File: src/rtl/sid_pkg.sv
// rtl/sid_pkg.sv - shared SID register addresses, mixer FSM states and output clipper
package sid_pkg;

  localparam logic [4:0] ADDR_RES_FILT = 5'h17;
  localparam logic [4:0] ADDR_MODE_VOL = 5'h18;

  typedef enum logic [2:0] {
    IDLE,
    SUM,
    MIX,
    VOL,
    OUT
  } sidMixState_t;

  // Saturate a wide signed value into the 16-bit sample range.
  function automatic logic [15:0] clip16(input logic signed [23:0] x);
    if (x > 24'sd32767) begin
      return 16'h7fff;
    end else if (x < -24'sd32768) begin
      return 16'h8000;
    end else begin
      return x[15:0];
    end
  endfunction

endpackage

File: src/rtl/sid_mixer_vol.sv
// rtl/sid_mixer_vol.sv - 4-cycle shift-add master volume multiplier
module sid_mixer_vol (
  input  logic        clk,
  input  logic        rst,
  input  logic        start,
  input  logic [18:0] mix,
  input  logic [3:0]  vol,
  output logic [22:0] acc,
  output logic        done
);

  logic [18:0] mixReg;
  logic [3:0]  volReg;
  logic [1:0]  bitCnt;
  logic        busy;
  logic [22:0] partial;

  // Current partial product: sign-extended mix shifted by the volume bit index.
  assign partial = {{4{mixReg[18]}}, mixReg} << bitCnt;

  // Done is raised during the last iteration so the caller can step on the same edge.
  assign done = busy && (bitCnt == 2'd3);

  // Latch operands on start, then add one weighted partial product per cycle.
  always_ff @(posedge clk) begin
    if (rst) begin
      mixReg <= '0;
      volReg <= '0;
      bitCnt <= '0;
      busy   <= 1'b0;
      acc    <= '0;
    end else if (start) begin
      mixReg <= mix;
      volReg <= vol;
      bitCnt <= '0;
      busy   <= 1'b1;
      acc    <= '0;
    end else if (busy) begin
      if (volReg[bitCnt]) begin
        acc <= acc + partial;
      end
      bitCnt <= bitCnt + 2'd1;
      if (bitCnt == 2'd3) begin
        busy <= 1'b0;
      end
    end
  end

endmodule

File: src/rtl/sid_mixer.sv
// rtl/sid_mixer.sv - SID voice/filter router and master volume mixer (option: MIXER_DIGI_EN)
module sid_mixer
  import sid_pkg::*;
(
  input  logic        clk,
  input  logic        rst,
  input  logic        clkEn,
  input  logic [15:0] iVoice0,
  input  logic [15:0] iVoice1,
  input  logic [15:0] iVoice2,
  input  logic [15:0] iLP,
  input  logic [15:0] iBP,
  input  logic [15:0] iHP,
  input  logic        iWE,
  input  logic [4:0]  iAddr,
  input  logic [7:0]  iData,
  output logic [15:0] oFiltIn,
  output logic [15:0] oOut,
  output logic        oValid
);

  logic [2:0]  regRoute;
  logic [3:0]  regVol;
  logic        regLP, regBP, regHP, reg3Off;

  logic [15:0] opV0, opV1, opV2, opLP, opBP, opHP;
  logic [2:0]  opRoute;
  logic [3:0]  opVol;
  logic        opLPEn, opBPEn, opHPEn, op3Off;

  sidMixState_t state;
  logic [17:0] dsum;
  logic [17:0] fsum, dsumNext;
  logic [18:0] mixVal;
  logic [22:0] acc;
  logic signed [22:0] accS;
  logic [22:0] shifted;
  logic [22:0] outPre;
  logic        volDone;
  logic        volStart;

  function automatic logic [17:0] ext18(input logic [15:0] v);
    return {{2{v[15]}}, v};
  endfunction

  function automatic logic [18:0] ext19(input logic [15:0] v);
    return {{3{v[15]}}, v};
  endfunction

  // Voice split: routed voices feed the filter, the rest bypass it; 3OFF only mutes an unrouted voice 2.
  always_comb begin
    fsum = (opRoute[0] ? ext18(opV0) : 18'd0)
         + (opRoute[1] ? ext18(opV1) : 18'd0)
         + (opRoute[2] ? ext18(opV2) : 18'd0);
    dsumNext = (!opRoute[0] ? ext18(opV0) : 18'd0)
             + (!opRoute[1] ? ext18(opV1) : 18'd0)
             + ((!opRoute[2] && !op3Off) ? ext18(opV2) : 18'd0);
  end

  // Direct path plus the mode-selected filter outputs.
  always_comb begin
    mixVal = {dsum[17], dsum}
           + (opLPEn ? ext19(opLP) : 19'd0)
           + (opBPEn ? ext19(opBP) : 19'd0)
           + (opHPEn ? ext19(opHP) : 19'd0);
  end

  assign accS    = acc;
  assign shifted = accS >>> 4;
  assign volStart = (state == MIX);

`ifdef MIXER_DIGI_EN
  // Volume register DC step, audible even with all voices silent.
  assign outPre = shifted + {10'd0, opVol, 9'd0};
`else
  assign outPre = shifted;
`endif

  sid_mixer_vol u_vol (
    .clk   (clk),
    .rst   (rst),
    .start (volStart),
    .mix   (mixVal),
    .vol   (opVol),
    .acc   (acc),
    .done  (volDone)
  );

  // Register decode for the routing and mode/volume registers.
  always_ff @(posedge clk) begin
    if (rst) begin
      regRoute <= '0;
      regVol   <= '0;
      regLP    <= 1'b0;
      regBP    <= 1'b0;
      regHP    <= 1'b0;
      reg3Off  <= 1'b0;
    end else if (iWE) begin
      if (iAddr == ADDR_RES_FILT) begin
        regRoute <= iData[2:0];
      end else if (iAddr == ADDR_MODE_VOL) begin
        regVol  <= iData[3:0];
        regLP   <= iData[4];
        regBP   <= iData[5];
        regHP   <= iData[6];
        reg3Off <= iData[7];
      end
    end
  end

  // Sample sequencer: latch operands on clkEn, then SUM, MIX, VOL and OUT.
  always_ff @(posedge clk) begin
    if (rst) begin
      state   <= IDLE;
      oFiltIn <= '0;
      oOut    <= '0;
      oValid  <= 1'b0;
      dsum    <= '0;
      opV0    <= '0;
      opV1    <= '0;
      opV2    <= '0;
      opLP    <= '0;
      opBP    <= '0;
      opHP    <= '0;
      opRoute <= '0;
      opVol   <= '0;
      opLPEn  <= 1'b0;
      opBPEn  <= 1'b0;
      opHPEn  <= 1'b0;
      op3Off  <= 1'b0;
    end else begin
      oValid <= 1'b0;
      case (state)
        IDLE: begin
          if (clkEn) begin
            opV0    <= iVoice0;
            opV1    <= iVoice1;
            opV2    <= iVoice2;
            opLP    <= iLP;
            opBP    <= iBP;
            opHP    <= iHP;
            opRoute <= regRoute;
            opVol   <= regVol;
            opLPEn  <= regLP;
            opBPEn  <= regBP;
            opHPEn  <= regHP;
            op3Off  <= reg3Off;
            state   <= SUM;
          end
        end
        SUM: begin
          dsum    <= dsumNext;
          oFiltIn <= clip16({{6{fsum[17]}}, fsum});
          state   <= MIX;
        end
        MIX: state <= VOL;
        VOL: begin
          if (volDone) begin
            state <= OUT;
          end
        end
        OUT: begin
          oOut   <= clip16({outPre[22], outPre});
          oValid <= 1'b1;
          state  <= IDLE;
        end
        default: state <= IDLE;
      endcase
    end
  end

endmodule

File: config.mk
export PLATFORM = sky130hd
export DESIGN_NAME = sid_mixer
export DESIGN_NICKNAME = d
export VERILOG_FILES = /design/src/rtl/sid_pkg.sv /design/src/rtl/sid_mixer_vol.sv /design/src/rtl/sid_mixer.sv
export SDC_FILE = /design/constraint.sdc
export NUM_CORES = 1
export LEC_CHECK = 0
export CORE_MARGIN = 8
export CORE_UTILIZATION = 33
export DETAILED_ROUTE_END_ITERATION = 10
export HOLD_SLACK_MARGIN = 0.05
export RECOVER_POWER = 100
export SLEW_MARGIN = 30
export SYNTH_ARGS = -nofsm -noshare
export SYNTH_HDL_FRONTEND = slang
export SYNTH_SLANG_ARGS = --single-unit
File: constraint.sdc
create_clock -name clk -period 4.1 [get_ports clk]
set_input_delay 0.82 -clock clk [delete_from_list [all_inputs] [get_ports clk]]
set_output_delay 0.82 -clock clk [all_outputs]
set_load 0.01 [all_outputs]
==> results.yml <==
run_status:
  status: "complete, but fails checks"
  violations: "max-capacitance violations, max-slew violations"
route:
  vias: 12050
  drt_iter0_drc: 611
  routedWlPerCell_um: 15.89
  vias_per_cell: 5.046
  drt_wl_total_mm: 37.95
  drtPass1Iterations: 5
  drc: 0
  ant_nets: 0
global_routing:
  grt_max_degree: 108
  grt_overflow: 0
  grt_pass1_wl_mm: 61.54
  grtUsageTotal_pct: 14.91
  antenna_found_initial: 0
  grt_pass1_vias: 11940
sta:
  final.setup_skew_ns: 0.01607
  post-route-period-util_pct: 90.37
  setup_violations: 0
  tightestPinTransition_ns: 2.255
  rsz0062_at_grt: "false"
  post-route-min-period_ns: 3.705
  slew_headroom_pct: -50.36
  max_freq_ghz: 0.2699
  slew_viol_final: 108
  fin_setup_tns_ns: 0
  final_hold_viol_count: 0
critical_path:
  cp_max_fo: 22
  worstPathArrival_ns: 4.13
  crit_type: "reg -> reg"
  required_ns: 4.52
  end_kind: "flip-flop"
  start_kind: "flip-flop"
power_and_ir_drop:
  worst_ir_drop_vdd_mv: 0.2148
  p_leak_uw: 0.007065
  power_density_nw_per_um2: 333.0
synthesis:
  synth_most_common_cell: "nand2_1"
  yosys.area.top_type: "dfxtp_1"
  syn_nets: 1974
  yosysWarnings: 0
  netlist_area_sq_um: 13980
  synthFlopType: "dfxtp_1"
  synth_top_area_share_pct: 31.65
  netlist_top_cells_count: "407 x nand2_1, 227 x a21oi_1, 221 x dfxtp_1"
  netlist_top_cells_area: "dfxtp_1 32%, nand2_1 11%, fa_1 10%"
  ys_seq_area_share_pct: 31.65
  syn_inst: 1717
  synth-seq-cells: 221
  synth-edff-count: 0
  avgSynthCellArea_sq_um: 8.142
  async_flop_share_pct: 0
  synth.distinct_cells: 79
clocking:
  clockRootBuffer: "clkbuf_16"
  clkSinkCount: 221
  postCtsHoldBufs: 0
  insertion_delay_ns: 0.56
  clock_path_buffers: 3
  post-cts-setup-buffers: 0
  cts_resized: 0
  tritoncts: "done"
  path_clk_slew_ns: 0.06
  h-tree-depth: 1
  cts_buffers: 27
floorplanning:
  dieArea_sq_um: 49200
  rows: 75
  io_pins: 146
  die_h_um: 221.8
  start_util_pct: 33.40
  core_area_sq_um: 41850
  die_w_um: 221.8
placement:
  placed_area_sq_um: 15990
  portBuffers: 145
  dpl.hpwl_mm: 29.20
  gp_congestion: 0.9187
finish:
  layout-drive-gt1-share_pct: 5.625
  final_area_sq_um: 16910
  diodes: 0
  nets: 2087
  syn2layout_area_growth_pct: 20.93
  post-route-util_pct: 40.39
  n_fill_cell: 4277
run:
  maxCapViolCount: 1
worst_hold_path:
  hold_class: "in -> reg"
==> metal layers <==
layer,global-route usage [%],share of wire (%),wire length [um],up-vias
met2,25.50,47,17780,248
met3,2.354,3.4,1295,77
met4,4.704,3.2,1212,0
met1,19.04,47,17660,5666
met5,0,0,0,-
li1,-,-,-,6060
==> cell type report <==
| class | count | area [sq um] | share of cell area, % |
|---|---|---|---|
| flip-flops and latches | 221 | 4424 | 26.17 |
| clock buffers | 39 | 800.8 | 4.737 |
| clock inverters | 9 | 166.4 | 0.9843 |
| repair buffers | 171 | 1639 | 9.695 |
| inverters | 77 | 289.0 | 1.710 |
| well taps | 539 | 674.4 | 3.989 |
| multi-input cells | 1332 | 8912 | 52.72 |
==> logic make-up (layout without fill, tap and decap cells) <==
logic type,after synthesis,in the layout,synth area share [%]
flip-flops,221,221,31.65
AO/OA/AOI/OAI,404,404,17.63
adder cells (fa/ha/maj),144,144,16.70
AND/OR/NAND/NOR,707,707,23.18
XOR/XNOR,40,40,2.506
multiplexers,37,37,3.741
buffers and inverters,164,296,4.591
==> where the power goes <==
part           internal [uW]  switching (uW)  total, uW
Combinational            315             420        735
Sequential              2240            82.7       2320
Clock                   1610             965       2570
==> through the flow <==
stage	cells	setup slack (ns)	hold slack, ns	total power [uW]
2_1_floorplan	1717	0.6119	0.4312	2820
3_3_place_gp	2340	0.5740	0.4391	3104
3_5_place_dp	2340	0.4403	0.4436	3116
4_1_cts	2388	0.4119	0.4144	5714
5_1_grt	2388	0.1069	0.4428	5892
6_report	2388	0.3950	0.4468	5629
==> state kept, by name, indices dropped and copies added, names as in the netlist, 16 cells and up <==
| name | flops |
|---|---|
| opV2 | 16 |
| opBP | 16 |
| opHP | 16 |
| oOut | 16 |
| opV0 | 16 |
| opV1 | 16 |
| oFiltIn | 16 |
| opLP | 16 |
| dsum | 18 |
| u_vol.mixReg | 19 |
| u_vol.acc | 23 |
==> cells in the final DEF, fill, tap and decap left out, types with 4 or more instances in the layout <==
cell type	count
o21a_1	16
nor4_1	5
and2_1	54
a22oi_1	4
nor2b_1	14
fa_1	71
a31oi_1	8
o21bai_1	5
a22o_1	5
clkdlybuf4s50_1	110
dlygate4sd3_1	34
clkbuf_8	8
mux4_2	12
a21oi_1	227
a22oi_2	6
nand2_1	407
and3_1	10
nor4b_1	4
bufinv_16	4
nand3_1	28
or3_1	12
inv_1	77
ha_1	73
o21ai_0	56
dfxtp_1	221
nor3_1	32
mux2i_1	23
and2_0	5
nand2b_1	41
xnor2_1	27
nor2_1	66
clkbuf_16	27
xor2_1	13
o211ai_1	13
a21o_1	12
nand3b_1	8
a211oi_1	13
clkbuf_1	9
buf_4	19
==> critical path, cell delays in order, from the launching register on <==
cell and delay (ns):
dfxtp_1 0.37, buf_4 0.25, nand2_1 0.12, fa_1 0.53, inv_1 0.07, fa_1 0.45, a21oi_1 0.24, o2111ai_1 0.25
o221ai_4 0.24, o21a_4 0.22, o211ai_1 0.10, o311a_1 0.16, o2111ai_2 0.47, nand2_1 0.11
==> worst paths after layout <==
| check | start | endpoint | slack [ns] | cells past startpoint |
|---|---|---|---|---|
| worst max-delay path | opRoute[1] | oFiltIn[9] | 0.40 | 13 |
| worst min-delay path | rst | opV2[9] | 0.45 | 2 |
| worst max register to register | opRoute[1] | oFiltIn[9] | 0.40 | 13 |
| worst min register to register | oOut[2] | oOut[2] | 0.45 | 2 |
Power figures use the tool's default switching activity.
